===== src/rtl/alu_74181_seq.sv =====
// Multi-cycle WIDTH-bit ALU: one 74181-style slice processes a nibble per clock,
// LSB first, with a registered ripple carry and a start/busy/done handshake.

module alu_74181 (
  input  logic [3:0] a,
  input  logic [3:0] b,
  input  logic [3:0] s,
  input  logic       m,
  input  logic       cn,
  output logic [3:0] f,
  output logic       cn4,
  output logic       equal
);
  logic [3:0] t1;
  logic [3:0] t2;
  logic [4:0] c;

  // t1/t2 are the two selected operands being summed; t2 is always a subset of t1,
  // so the generate term is t2 and the propagate term is t1.
  always_comb begin
    t1 = a | (b & {4{s[0]}}) | (~b & {4{s[1]}});
    t2 = (a & ~b & {4{s[2]}}) | (a & b & {4{s[3]}});
    c  = '0;
    c[0] = ~cn;
    for (int i = 0; i < 4; i++) begin
      c[i+1] = t2[i] | (t1[i] & c[i]);
    end
    f = t1 ^ t2 ^ (m ? 4'hF : c[3:0]);
  end

  assign cn4   = ~c[4];
  assign equal = &f;
endmodule

module alu_74181_seq #(
  parameter int WIDTH = 16
) (
  input  logic             clk,
  input  logic             rstb,
  input  logic             ena,
  input  logic             start,
  input  logic             acc,
  input  logic [WIDTH-1:0] a,
  input  logic [WIDTH-1:0] b,
  input  logic [3:0]       s,
  input  logic             m,
  input  logic             cn,
  output logic             busy,
  output logic             done,
  output logic [WIDTH-1:0] f,
  output logic             cn_out,
  output logic             equal,
  output logic             zero
);
  localparam int NIB   = WIDTH / 4;
  localparam int CNT_W = $clog2(NIB) + 1;
  localparam logic [CNT_W-1:0] LAST = CNT_W'(NIB - 1);

  typedef enum logic [1:0] {IDLE, BUSY, DONE} state_t;

  state_t           state;
  logic [CNT_W-1:0] cnt;
  logic [WIDTH-1:0] a_q;
  logic [WIDTH-1:0] b_q;
  logic [3:0]       s_q;
  logic             m_q;
  logic             carry_q;
  logic             eq_acc;
  logic [WIDTH-1:0] shadow;
  logic [WIDTH-1:0] shadow_nxt;
  logic [3:0]       slice_f;
  logic             slice_cn4;
  logic             slice_eq;

  alu_74181 u_slice (
    .a     (a_q[{cnt, 2'b00} +: 4]),
    .b     (b_q[{cnt, 2'b00} +: 4]),
    .s     (s_q),
    .m     (m_q),
    .cn    (carry_q),
    .f     (slice_f),
    .cn4   (slice_cn4),
    .equal (slice_eq)
  );

  // The last nibble's result is merged here so f is already valid in the DONE cycle.
  always_comb begin
    shadow_nxt = shadow;
    shadow_nxt[{cnt, 2'b00} +: 4] = slice_f;
  end

  always_ff @(posedge clk or negedge rstb) begin
    if (!rstb) begin
      state   <= IDLE;
      cnt     <= '0;
      a_q     <= '0;
      b_q     <= '0;
      s_q     <= '0;
      m_q     <= 1'b0;
      carry_q <= 1'b1;
      eq_acc  <= 1'b1;
      shadow  <= '0;
      busy    <= 1'b0;
      done    <= 1'b0;
      f       <= '0;
      cn_out  <= 1'b1;
      equal   <= 1'b0;
      zero    <= 1'b1;
    end else if (ena) begin
      case (state)
        IDLE, DONE: begin
          done  <= 1'b0;
          state <= IDLE;
          if (start) begin
            // In DONE, f already holds the result just produced, so chaining works.
            a_q     <= acc ? f : a;
            b_q     <= b;
            s_q     <= s;
            m_q     <= m;
            carry_q <= cn;
            cnt     <= '0;
            eq_acc  <= 1'b1;
            busy    <= 1'b1;
            state   <= BUSY;
          end
        end
        BUSY: begin
          shadow  <= shadow_nxt;
          carry_q <= slice_cn4;
          eq_acc  <= eq_acc & slice_eq;
          cnt     <= cnt + 1'b1;
          if (cnt == LAST) begin
            state  <= DONE;
            busy   <= 1'b0;
            done   <= 1'b1;
            f      <= shadow_nxt;
            cn_out <= slice_cn4;
            equal  <= eq_acc & slice_eq;
            zero   <= (shadow_nxt == '0);
          end
        end
        default: state <= IDLE;
      endcase
    end
  end
endmodule

===== config.mk =====
export PLATFORM = sky130hd
export DESIGN_NAME = alu_74181_seq
export DESIGN_NICKNAME = d
export VERILOG_FILES = /design/src/rtl/alu_74181_seq.sv
export SDC_FILE = /design/constraint.sdc
export NUM_CORES = 1
export LEC_CHECK = 0
export CAP_MARGIN = 20
export CORE_UTILIZATION = 58
export DETAILED_ROUTE_END_ITERATION = 7
export GPL_TIMING_DRIVEN = 0
export HOLD_SLACK_MARGIN = 0.15
export PLACE_DENSITY = 0.82
export SETUP_SLACK_MARGIN = 0.2
export SYNTH_ARGS = -nofsm -noshare
export SYNTH_HDL_FRONTEND = slang
export SYNTH_SLANG_ARGS = --single-unit

===== constraint.sdc =====
create_clock -name clk -period 8 [get_ports clk]
set_clock_uncertainty 0.05 [all_clocks]
set_input_delay 2.4 -clock clk [delete_from_list [all_inputs] [get_ports clk]]
set_output_delay 2.4 -clock clk [all_outputs]
set_load 0.005 [all_outputs]

---- Word-level counts from Yosys, hierarchy flattened ----
Cells that the tools add are included.
storage, ports and cells
  logic and storage cells ................. 77
  memory bits (writable) .................. 0
  memories kept ........................... 0
  input bits .............................. 43
  bits in read-only memories .............. 0
  register bits after elaboration ......... 81
  bits in latches ......................... 0
cells by class
  reduce and logical (&&, ||, !) cells .... 12
  order comparisons ....................... 0
  eq/ne operators ......................... 5
  shifts and indexed selects .............. 4
  muxes and demuxes ....................... 16
  multipliers ............................. 0
  $add $sub $neg .......................... 2
  bitwise gates (word level) .............. 23
  divide/modulo/power cells ............... 0
operator list
  kind                                                                    count
  16-bit by 6-bit indexed part select with 4-bit output                   2
  4-bit AND                                                               6
  16-bit bitwise mux                                                      1
  16-bit zero test                                                        1
  16-bit two-way mux                                                      1
  4-bit by 7-bit variable shift with 16-bit output, first input constant  1
  4-bit by 7-bit indexed part select with 16-bit output                   1
  4-bit bitwise OR                                                        3
  3-bit AND reduction                                                     4
  1-bit case mux with 2 select lines                                      4
  4-bit AND reduction                                                     2
  4-bit XOR                                                               2
  5-bit negation with 7-bit output                                        1
  3-bit case mux with 2 select lines                                      1
  1-bit AND                                                               5
  1-bit two-way mux                                                       5
  4-bit two-way mux                                                       1
  2-bit inequality test, second input constant                            2
  4-bit inverter                                                          1
  1-bit bitwise OR                                                        4
  2-bit case mux with 2 select lines                                      1
  2-bit AND reduction                                                     2
  3-bit by 1-bit adder with 3-bit output, second input constant           1
  3-bit by 2-bit equality test with 1-bit output, second input constant   1
  other kinds (8)                                                         9

---- Logic depth before layout (Yosys ltp) ----
  depth in word-level cells ............... 15
  mapped depth ............................ 13
  gate-level depth less buffers ........... 11

---- By module ----
Synthesis repeated with hierarchy kept, for this count alone.
unflattened totals
  cell total of the unflattened synthesis .. 380
  area total of the unflattened synthesis .. 4,276.6 um2
modules (own cells, without submodules)
  module         seq. area each (um2)  area an instance (um2)  times used  cells an instance
  alu_74181_seq  2,031.9               3,947.5                 1           336
  alu_74181      0.0                   329.1                   1           44

---- Worst setup path after synthesis ----
OpenSTA, ideal clock, no wires.
  path kind ............................... in2reg
  start ................................... in ena
  end ..................................... reg zero
  stages .................................. 9
  required time ........................... 7.887 ns
  data arrival time ....................... 3.635 ns
  path buffers ............................ 1
  setup slack ............................. 4.252 ns
  library setup time ...................... 0.063 ns
  cells stage by stage .................... nor2b_1 -> and2_0 -> clkbuf_1 -> nand2_1 -> a21oi_1 -> o2111ai_1 -> a21oi_1 -> and3_1 -> a32o_1
between the ends
  cells in the longest elaborated chain, start to end .. 1
RTL lines
  element                               line  source
  start, declared                       40    input logic ena,
  3-bit AND reduction (no source line)  n/a
  end signal, assigned                  139   zero <= (shadow_nxt == '0);
  end, declared                         53    output logic zero
No other way between the ends.
A chain may end at the register's enable or synchronous reset.

---- Final worst setup path ----
  start ................................... in ena
  end ..................................... reg f[13]
between the ends
  cells in the longest elaborated chain, start to end .. 1
RTL lines
  element                               line  source
  3-bit AND reduction (no source line)  n/a
  end signal, assigned                  136   f <= shadow_nxt;
  end, declared                         50    output logic [WIDTH-1:0] f,
No other way between the ends.

==> metrics.md <==
| Metric | Value |
|---|---|
| Status | completed |
| Register area share after synthesis | 0.484 |
| Max VDD drop | 0.235 mV |
| Multi-input gate area in the final layout | 0.00203 mm² |
| Yosys top cell by area | dfrtp_1 |
| Share of cells above drive strength 1 | 0.181 |
| Fmax | 0.219 GHz |
| Reg2reg setup slack | 4.69 ns |
| Type of the worst min-delay path | flop to flop |
| R2R Path End | zero$_DFFE_PN1P_ |
| Largest net degree at the start of global routing | 58 |
| Max_cap viols | 0 |
| Distinct cells, synth | 50 |
| Crit path max fanout | 10 |
| Site row count | 30 |
| Die Height | 87.1 µm |
| # nets final | 501 |
| Setup Total Neg Slack | 0 ns |
| Die footprint | 0.00758 mm² |
| Hpwl dp | 7710 µm |
| Count leader, synth | dfrtp_1 |
| Crit path time final | 4.57 ns |
| Least-Margin Pin Slew | 0.933 ns |
| Critical path data arrival time | 4.75 ns |
| Area contributors post-synth | dfrtp_1 46%, mux2_2 9.7%, mux2i_1 8.6% |
| Predominant post-synthesis flop cell | dfrtp_1 |
| Initial Util | 0.608 |
| Core box area | 0.00691 mm² |
| Antenna-violating nets left | 0 |
| WL final | 10400 µm |
| CTS Sinks | 81 |
| Reg2Reg Depth | 12 |
| TritonCTS Buffers | 9 |
| Synthesized Nets | 427 |
| Post-layout util | 0.753 |
| FILL cells | 484 |
| Ant diodes | 0 |
| Post-Synthesis Cell Area | 0.00420 mm² |
| DIE WIDTH | 87.1 µm |
| Avg Cell Area, Syn | 11.0 µm² |
| Vias in the first global route | 3349 |
| Hold EP | a_q[0]$_DFFE_PN0P_ |
| Port bufs | 62 |
| Type of element capturing the critical path | flop |
| GRT Total Usage | 0.299 |
| Via Count | 3258 |
| Initial antenna violation count | 0 |
| Clock latency on the worst-skew pair | 0.36 ns |
| Cells on Worst Hold Path | 2 |
| Yosys top cell area share | 0.459 |
| Leakage power | 2.32 nW |
| Overflow after GRT | 0 |
| Initial detailed-routing violation count | 194 |
| FF/Latch Area | 0.00203 mm² |
| Crit Reg-Reg Startpoint | cnt[1]$_DFFE_PN0P_ |
| Unrepaired setup endpoints after global routing | no |
| Crit path launch type | input port |
| # H-tree levels | 3 |
| Gate Count Post-Synth | 380 |
| Crit Path Category | input port to flop |
| Post-CTS resize count | 0 |
| Gp weighted congestion | 0.890 |
| Number of synthesized flops with an enable pin | 0 |
| Most frequent cells after synthesis | 77 x dfrtp_1, 59 x nand2_1, 52 x o21ai_0 |
| Area grow syn2layout | 23.9% |
| Seq cells post-synth | 81 |
| DRT Pass-1 Iters | 5 |
| Max clock buf depth | 2 |
| Reg clk slew, reported paths | 0.09 ns |
| HP Start | a_q[0]$_DFFE_PN0P_ |
| Rel. slew slack | 0.374 |
| # Post-CTS Setup Buffers | 0 |
| Via/cell ratio | 5.87 |
| Final slew viol count | 0 |
| Period utilisation layout | 0.572 |
| Setup Viol. Count Final | 0 |
| Ys async rst share | 1.00 |
| Drt drc | 0 |
| Final Hold Vio Count | 0 |
| Post-CTS Hold Fix Bufs | 0 |
| First-pass GRT wire length | 16600 µm |
| Worst EP required | 8.18 ns |
| Yosys Warn Count | 0 |
| Routed WL per cell | 18.8 µm |
| IO Count | 64 |
| CTS tree | built |
| Pwr per Cell Area | 442 mW/mm² |
| CTS root buf | clkbuf_8 |
worst max-delay path by stage:
| stage | start | to | slack, ns | cells past startpoint |
|---|---|---|---|---|
| 6_report | ena | f[13]$_DFFE_PN0P_ | 3.43 | 9 |
| 5_1_grt | ena | f[10]$_DFFE_PN0P_ | 3.31 | 9 |
| 4_1_cts | ena | f[13]$_DFFE_PN0P_ | 3.45 | 9 |
| 3_5_place_dp | ena | f[7]$_DFFE_PN0P_ | 3.09 | 8 |
| 3_3_place_gp | rstb | shadow[12]$_DFFE_PN0P_ | 1.67 | 1 |
| 2_1_floorplan | ena | zero$_DFFE_PN1P_ | 4.25 | 9 |
critical path, cell delays in order:
cell             delay, ns
clkdlybuf4s50_1       0.56
nor2b_1               0.30
and2_0                0.18
clkbuf_1              0.34
nand2_1               0.17
clkbuf_1              0.25
clkbuf_1              0.31
nand2_1               0.15
o21ai_0               0.09
power breakdown:
group	switching (mW)	internal (mW)	total [mW]
clock	0.152	0.202	0.354
sequential	0.145	0.594	0.739
combinational	0.643	0.562	1.20
routing by layer:
layer	vias up	wire (µm)	global-route usage	share of wire
met3	23	530	0.0512	0.051
met1	1605	4490	0.389	0.43
met5	-	0	0	0
li1	1520	-	-	-
met2	110	5140	0.496	0.49
met4	0	270	0.124	0.026
cell usage in the layout, fill, tap and decap left out, types with 2 or more instances in the layout:
cell type,count
a211oi_1,2
a211oi_2,2
a21oi_1,8
a22oi_1,2
and3_1,3
buf_4,2
buf_6,3
bufinv_16,2
clkbuf_1,16
clkbuf_8,12
clkdlybuf4s50_1,61
dfrtp_1,77
dfstp_2,4
ha_1,4
inv_1,6
mux2_2,36
mux2i_1,36
mux4_2,8
nand2_1,59
nand3_1,5
nor2_1,11
nor2b_1,4
nor3_1,3
o2111ai_1,2
o21a_1,3
o21ai_0,52
o22ai_1,5
or2_2,2
xnor2_2,2
layout make-up:
cell class              count  area share
well taps                  96      0.0231
inverters                   7     0.00505
clock buffers              12      0.0317
clock inverters             4      0.0142
flip-flops and latches     81       0.391
plain buffers              21      0.0204
repair buffers             63       0.124
multi-input cells         271       0.391
flip-flops by register name (all words and copies together), names as in the netlist, 2 cells and up:
name,flops
b_q,16
cnt,3
f,16
a_q,16
shadow,16
state,2
s_q,4
stage by stage:
step	instance area (µm²)	setup WS [ns]	hold slack (ns)	std cells	total power, mW
after floorplan	4200	4.25	0.395	380	1.55
after global placement	4940	1.67	0.412	538	1.88
after detailed placement	4960	3.09	0.421	539	1.92
after CTS	5200	3.45	0.440	555	2.28
after global routing	5200	3.31	0.476	555	2.44
final	5200	3.43	0.441	555	2.30
kinds of logic (layout without fill, tap and decap cells):
| logic type | Yosys count | in the layout | share of synthesized area |
|---|---|---|---|
| compound gates | 86 | 86 | 0.126 |
| simple gates | 97 | 97 | 0.109 |
| buf+inv | 28 | 107 | 0.0316 |
| flops | 81 | 81 | 0.484 |
| fa+ha+maj | 4 | 4 | 0.0119 |
| mux | 80 | 80 | 0.225 |
| xor+xnor | 4 | 4 | 0.0119 |
Note: power is estimated with default switching activity, not from simulation.
